$ cat src/rtl/bo_arbiter.sv
// ---------------------------------------------------------------------------
// bo_arbiter
//
// Purpose: lets N_REQ requesters share one datapath and its JK-style control
// block. A round-robin arbiter picks a requester, loads its operand into the
// datapath, pulses the control block's start (w) input and waits for done.
// It then captures the result and returns it with a one-cycle ack. The
// arbiter also owns the control block's clear.
//
// Optional feature macro: BO_ARB_TIMEOUT_EN
//   defined   - RUN is aborted after TIMEOUT cycles without done. The abort
//               returns res_o=0 with err=1 on the ack cycle, then passes
//               through CLR so the control block is cleared again.
//   undefined - RUN waits indefinitely and err is tied to 0.
//
// Ports:
//   clk       in   1             system clock, rising edge
//   rst       in   1             asynchronous reset, active-low
//   req       in   N_REQ         level request per requester, held until ack
//   op_i      in   N_REQ*DATA_W  operands, requester k at [k*DATA_W +: DATA_W]
//   gnt       out  N_REQ         one-hot grant (LOAD, RUN, ACK)
//   ack       out  N_REQ         one-hot, one-cycle completion pulse
//   res_o     out  DATA_W        result, held until the next capture
//   busy      out  1             high in every state except IDLE
//   err       out  1             abort flag, coincident with ack
//   dp_x      out  DATA_W        operand to the datapath
//   dp_start  out  1             start strobe (w) to the control block
//   dp_done   in   1             done from the control block
//   dp_res    in   DATA_W        datapath result
//   dp_clr    out  1             active-high clear to the control block
// ---------------------------------------------------------------------------
module bo_arbiter #(
    parameter int N_REQ   = 2,
    parameter int DATA_W  = 8,
    parameter int TIMEOUT = 64
) (
    input  logic                      clk,
    input  logic                      rst,
    input  logic [N_REQ-1:0]          req,
    input  logic [N_REQ*DATA_W-1:0]   op_i,
    output logic [N_REQ-1:0]          gnt,
    output logic [N_REQ-1:0]          ack,
    output logic [DATA_W-1:0]         res_o,
    output logic                      busy,
    output logic                      err,
    output logic [DATA_W-1:0]         dp_x,
    output logic                      dp_start,
    input  logic                      dp_done,
    input  logic [DATA_W-1:0]         dp_res,
    output logic                      dp_clr
);

    localparam int PTR_W = (N_REQ > 2) ? 2 : 1;

    // Catch parameter sets the arbiter was not built for at elaboration time.
    if (N_REQ < 2 || N_REQ > 4 || TIMEOUT < 2) begin : g_param_check
        $error("bo_arbiter: unsupported parameter set");
    end

    typedef enum logic [2:0] {
        ST_CLR  = 3'd0,
        ST_IDLE = 3'd1,
        ST_LOAD = 3'd2,
        ST_RUN  = 3'd3,
        ST_ACK  = 3'd4
    } state_t;

    state_t              state_q, state_d;
    logic [PTR_W-1:0]    ptr_q, ptr_d;
    logic [PTR_W-1:0]    win_q, win_d;
    logic [N_REQ-1:0]    gnt_q, gnt_d;
    logic [DATA_W-1:0]   res_q, res_d;
    logic [DATA_W-1:0]   dp_x_q, dp_x_d;
    logic                pick_found_s;
    logic [PTR_W-1:0]    pick_idx_s;

`ifdef BO_ARB_TIMEOUT_EN
    localparam int CNT_W = $clog2(TIMEOUT) + 1;
    logic [CNT_W-1:0]    cnt_q, cnt_d;
    logic                err_q, err_d;
`endif

    // Round-robin search: first requester at or after ptr, wrapping mod N_REQ.
    always_comb begin
        pick_found_s = 1'b0;
        pick_idx_s   = '0;
        for (int i = 0; i < N_REQ; i++) begin
            if (!pick_found_s && req[(int'(ptr_q) + i) % N_REQ]) begin
                pick_found_s = 1'b1;
                pick_idx_s   = PTR_W'((int'(ptr_q) + i) % N_REQ);
            end else begin
                pick_found_s = pick_found_s;
            end
        end
    end

    // Next-state and register-update logic for the arbitration FSM.
    always_comb begin
        state_d = state_q;
        ptr_d   = ptr_q;
        win_d   = win_q;
        gnt_d   = gnt_q;
        res_d   = res_q;
        dp_x_d  = dp_x_q;
`ifdef BO_ARB_TIMEOUT_EN
        cnt_d   = cnt_q;
        err_d   = err_q;
`endif
        case (state_q)
            ST_CLR: begin
                state_d = ST_IDLE;
            end
            ST_IDLE: begin
                if (pick_found_s) begin
                    win_d             = pick_idx_s;
                    gnt_d             = '0;
                    gnt_d[pick_idx_s] = 1'b1;
                    dp_x_d            = op_i[int'(pick_idx_s)*DATA_W +: DATA_W];
                    state_d           = ST_LOAD;
                end else begin
                    state_d = ST_IDLE;
                end
            end
            ST_LOAD: begin
`ifdef BO_ARB_TIMEOUT_EN
                cnt_d   = '0;
`endif
                state_d = ST_RUN;
            end
            ST_RUN: begin
                // done on the same edge as the timeout still counts as success
                if (dp_done) begin
                    res_d   = dp_res;
`ifdef BO_ARB_TIMEOUT_EN
                    err_d   = 1'b0;
`endif
                    state_d = ST_ACK;
                end else begin
`ifdef BO_ARB_TIMEOUT_EN
                    if (cnt_q == CNT_W'(TIMEOUT - 1)) begin
                        res_d   = '0;
                        err_d   = 1'b1;
                        state_d = ST_ACK;
                    end else begin
                        cnt_d   = cnt_q + CNT_W'(1);
                    end
`else
                    state_d = ST_RUN;
`endif
                end
            end
            ST_ACK: begin
                gnt_d = '0;
                if (win_q == PTR_W'(N_REQ - 1)) begin
                    ptr_d = '0;
                end else begin
                    ptr_d = win_q + PTR_W'(1);
                end
`ifdef BO_ARB_TIMEOUT_EN
                err_d = 1'b0;
                // an aborted operation leaves the control block in an unknown
                // state, so clear it before serving anyone else
                if (err_q) begin
                    state_d = ST_CLR;
                end else begin
                    state_d = ST_IDLE;
                end
`else
                state_d = ST_IDLE;
`endif
            end
            default: begin
                state_d = ST_CLR;
            end
        endcase
    end

    // State and datapath-side registers with asynchronous active-low reset.
    always_ff @(posedge clk or negedge rst) begin
        if (!rst) begin
            state_q <= ST_CLR;
            ptr_q   <= '0;
            win_q   <= '0;
            gnt_q   <= '0;
            res_q   <= '0;
            dp_x_q  <= '0;
`ifdef BO_ARB_TIMEOUT_EN
            cnt_q   <= '0;
            err_q   <= 1'b0;
`endif
        end else begin
            state_q <= state_d;
            ptr_q   <= ptr_d;
            win_q   <= win_d;
            gnt_q   <= gnt_d;
            res_q   <= res_d;
            dp_x_q  <= dp_x_d;
`ifdef BO_ARB_TIMEOUT_EN
            cnt_q   <= cnt_d;
            err_q   <= err_d;
`endif
        end
    end

    // Moore outputs, decoded only from registers.
    assign gnt      = gnt_q;
    assign ack      = (state_q == ST_ACK) ? gnt_q : {N_REQ{1'b0}};
    assign res_o    = res_q;
    assign busy     = (state_q != ST_IDLE);
    assign dp_x     = dp_x_q;
    assign dp_start = (state_q == ST_LOAD);
    assign dp_clr   = (state_q == ST_CLR);
`ifdef BO_ARB_TIMEOUT_EN
    assign err      = err_q;
`else
    assign err      = 1'b0;
`endif

endmodule

$ cat config.mk
export PLATFORM = sky130hd
export DESIGN_NAME = bo_arbiter
export DESIGN_NICKNAME = d
export VERILOG_FILES = /design/src/rtl/bo_arbiter.sv
export SDC_FILE = /design/constraint.sdc
export NUM_CORES = 1
export LEC_CHECK = 0
export CORE_ASPECT_RATIO = 1.25
export CORE_MARGIN = 3
export CORE_UTILIZATION = 40
export CTS_BUF_LIST = sky130_fd_sc_hd__clkbuf_8
export CTS_CLUSTER_DIAMETER = 40
export CTS_CLUSTER_SIZE = 28
export DETAILED_ROUTE_END_ITERATION = 10
export GPL_ROUTABILITY_DRIVEN = 1
export HOLD_SLACK_MARGIN = 0.03
export PLACE_DENSITY = 0.79
export SYNTH_ARGS = -nofsm -noshare
export SYNTH_HDL_FRONTEND = slang
export SYNTH_SLANG_ARGS = --single-unit
export TNS_END_PERCENT = 20
$ cat constraint.sdc
create_clock -name clk -period 1.7 [get_ports clk]
set_clock_uncertainty 0.2 [all_clocks]
set_input_delay 0.255 -clock clk [delete_from_list [all_inputs] [get_ports clk]]
set_output_delay 0.255 -clock clk [all_outputs]
set_load 0.05 [all_outputs]
# Word level (Yosys, flattened, before mapping)
# Cells that the tools add are included.
dict set report word_totals {
  out_inout_bits 24
  elab_cells 47
  ff_bits 23
}
dict set report op_classes {
  muxes 18
  n_addsub 2
  order_cmp 4
  reduce_logical 9
  shift 1
  n_bitwise 1
  eq_ne 6
}
# operator n
set ops {}
lappend ops {{16-bit by 5-bit indexed part select with 8-bit output} 1}
lappend ops {{3-bit one-hot mux with 4 select lines} 1}
lappend ops {{1-bit two-way mux} 11}
lappend ops {{3-bit by 2-bit equality test with 1-bit output (second input constant)} 2}
lappend ops {{2-bit two-way mux} 3}
lappend ops {{2-bit AND reduction} 3}
lappend ops {{1-bit by 2-bit < comparator with 1-bit output (second input constant)} 2}
lappend ops {{2-bit one-hot mux with 2 select lines} 1}
lappend ops {{3-bit by 1-bit equality test with 1-bit output (second input constant)} 1}
lappend ops {{3-bit equality test (second input constant)} 1}
lappend ops {{3-bit zero test} 1}
lappend ops {{2-bit by 3-bit < comparator with 1-bit output (second input constant)} 1}
lappend ops {{3-bit two-way mux} 1}
lappend ops {{3-bit by 1-bit inequality test with 1-bit output (second input constant)} 1}
lappend ops {{1-bit adder (second input constant)} 2}
lappend ops {{1-bit logical AND} 2}
lappend ops {{2-bit inequality test (second input constant)} 1}
lappend ops {{2-bit nonzero test} 1}
lappend ops {{2-bit OR reduction} 1}
lappend ops {{1-bit AND (first input constant)} 1}
lappend ops {{1-bit demux with 1-bit select} 1}
lappend ops {{1-bit >= comparator (second input constant)} 1}
lappend ops {{1-bit zero test} 1}

# Longest topological paths before layout
dict set report logic_depth {
  depth_word 13
  ltp_mapped 5
}

# Worst setup path after synthesis
# OpenSTA, ideal clock, no wires.
dict set report synth_path {
  path_type {register -> output}
  startpoint {register state_q[2]}
  endpoint {output dp_start}
  t_arrival_ps 1758
  setup_slack_ps -513
  required_time_ps 1245
  stages_incl_launch_ff 3
  cell_sequence {dfrtp_1 clkbuf_1 nor3b_1}
}
dict set report synth_between {
  elab_chain_cells 1
}
# item line
set synth_lines {}
lappend synth_lines {{start, declared} 68} ;# state_t state_q, state_d;
lappend synth_lines {{start signal, assigned} 192} ;# state_q <= state_d;
lappend synth_lines {{3-bit by 2-bit equality test with 1-bit output} 211} ;# assign dp_start = (state_q == ST_LOAD);
lappend synth_lines {{end, declared} 47} ;# output logic dp_start,
# Every way passes these cells.

# Worst setup path after layout
dict set report layout_path {
  startpoint {register state_q[0]}
  endpoint {output dp_start}
}
# Same word-level chain as after synthesis.

==> impl_metrics.yaml <==
outcome:
  outcome: "finished with violations"
  violations: "setup timing"
layout:
  layout.nets: 200
  mostFrequentLayoutCells: "clkdlybuf4s50_1 (28), dfrtp_1 (21), buf_4 (21)"
  antenna_cells: 0
  drive_above_1_share: 0.376
  area_delta_synth_final_pct: 79.9
  mostFrequentLayoutCell: "clkdlybuf4s50_1"
  postLayoutCellArea_um2: 1990
route:
  drt-initial-drc-count: 36
  wl_per_cell_um: 18.0
  ant_nets: 0
  drtPass1Iterations: 4
  drcViolationCount: 0
  finalWirelength_mm: 3.65
  vias: 1140
  via_per_inst: 5.62
clock_network:
  cts.sinks: 23
  htree_levels: 1
  worstSkewPairLatency_ns: 0.27
  cts_hold_buf: 0
  clock-root-buffer: "clkbuf_8"
  cts_tree: "yes"
  clockBufferDepth: 2
  numCtsBuffers: 3
  cts.clk_slew.worst_paths_ns: 0.09
logic_synthesis:
  yosys.area.top_type: "dfrtp_1"
  ys_seq_area_frac: 0.520
  async_flop_share: 1.00
  synth_edf_count: 0
  syn_inst: 105
  synth_cell_types: 32
  ys_seq_elements: 23
  postSynthAreaPerCell_um2: 10.5
  synth_ff_type: "dfrtp_1"
  syn_area_um2: 1110
  synth_area_leaders: "dfrtp_1 (52%), mux2_2 (7.1%), a31oi_1 (5.6%), a21oi_1 (4.5%), nand3_1 (4.1%)"
  ys_warn_count: 0
  yosysTopAreaCellShare: 0.520
  mappedNetlistNets: 134
placed_design:
  dp_slack_ns: -0.105
  dp_hpwl_mm: 2.41
  placed_area_um2: 1810
  globalplace.congestion: 0.812
  io_buffers: 51
global_routing:
  grt_max_degree: 24
  grt_use_total: 0.234
  grt_pass1_wl_mm: 5.76
  grt-ovfl-total: 0
  first_global_vias: 1238
  antenna_found_initial: 0
timing:
  layout_setup_ws_ns: -0.0264
  rsz0062_at_grt: "yes"
  setup_viol: 5
  finalHoldViolCount: 0
  period_needed_ns: 1.73
  max_freq_mhz: 579
  fin_crit_sh: 1.02
  finalMaxSlewViolations: 0
min_path:
  hp-class: "in2async"
setup_path:
  critPathArrivalTime_ns: 1.27
  rr_endpoint: "res_o[3]"
  r2r_cells: 4
  end_kind: "output pin"
  r2r_setup_slack_ns: 0.05
  path_max_fanout: 5
  r2r-start: "state_q[0]"
  crit_type: "reg2out"
  start_kind: "flip-flop"
  required_ns: 1.24
power:
  pwr_density_cell_nw_per_um2: 2200
  vdd.ir_drop.worst_mv: 1.61
  leakage_nw: 0.855
floorplan:
  core_area_um2: 2530
  std_cell_rows: 20
  start_util: 0.438
  ios: 53
  die_area_um2: 3440
  die_w_um: 53.1
  die_y_um: 64.8
job:
  cap_violations: 0
layout make-up:
type	count	area (um^2)
repair buffers	68	781
flip-flops and latches	23	578
fillers	155	536
multi-input cells	72	529
clock buffers	3	41.3
well taps	33	41.3
inverters	3	13.8
clock inverters	1	7.51
how the worst max path moves through the flow:
stage / cells past startpoint / from / slack (ns) / end
6_report: 3 / state_q[0] / -0.03 / dp_start
3_3_place_gp: 4 / req[1] / -0.06 / gnt[0]
5_1_grt: 3 / state_q[0] / -0.07 / dp_start
2_1_floorplan: 2 / state_q[2] / -0.03 / dp_start
4_1_cts: 4 / state_q[2] / -0.03 / busy
3_5_place_dp: 4 / req[1] / -0.11 / gnt[0]
cells by family (layout without fill, tap and decap cells):
family,count (synthesis),after routing,synth area share
buf+inv,10,75,0.0475
other cells,1,1,0.00339
mux,8,8,0.0814
compound gates,33,33,0.172
flops,23,23,0.520
simple gates,30,30,0.176
where the power goes:
group / switching (mW) / internal, mW
Clock: 0.191 / 0.166
Sequential: 0.285 / 0.824
Combinational: 1.61 / 1.31
Total: 2.09 / 2.30
registers in the layout, indices dropped and copies added, names as in the netlist:
register	count
dp_x	8
gnt	2
ptr_q	1
res_o	8
state_q	3
win_q	1
metrics by stage:
stage / std cells / power, mW / TNS [ns] / hold slack (ns) / util
floorplan: 105 / 2.57 / -0.0338 / -0.241 / -
global placement: 190 / 3.64 / -0.0884 / 0.228 / 0.715
detailed placement: 190 / 3.72 / -0.504 / 0.239 / 0.715
CTS: 203 / 4.32 / -0.0341 / 0.136 / 0.784
global route: 203 / 4.57 / -0.310 / 0.167 / 0.788
finish: 203 / 4.39 / -0.102 / 0.128 / 0.788
cells in the mapped netlist (all sizes together), types with 3 or more instances:
cell / n
a21oi: 10
nor2: 3
o21ai: 9
dfrtp: 23
inv: 3
mux2: 8
buf: 4
nand3: 10
nand2: 4
clkbuf: 3
nand2b: 3
a31oi: 10
worst max-delay path, stage by stage, from the launching register on:
cell and delay (ns):
dfrtp_2 0.47, buf_6 0.15, nor3b_4 0.21, buf_12 0.17
repair_timing:
item,CTS,global route
cloned,1,0
buffers inserted,8,0
gates resized for setup,12,2
hold endpoints to repair,0,0
pin swaps,3,3
setup endpoints to repair,5,14
routing by layer:
metal	vias to the layer above	global-route usage	wire, um
met4	0	0.150	167
met5	-	0	0
li1	505	-	-
met3	15	0.0276	145
met1	571	0.244	1310
met2	49	0.424	2030
Power figures use the tool's default switching activity.
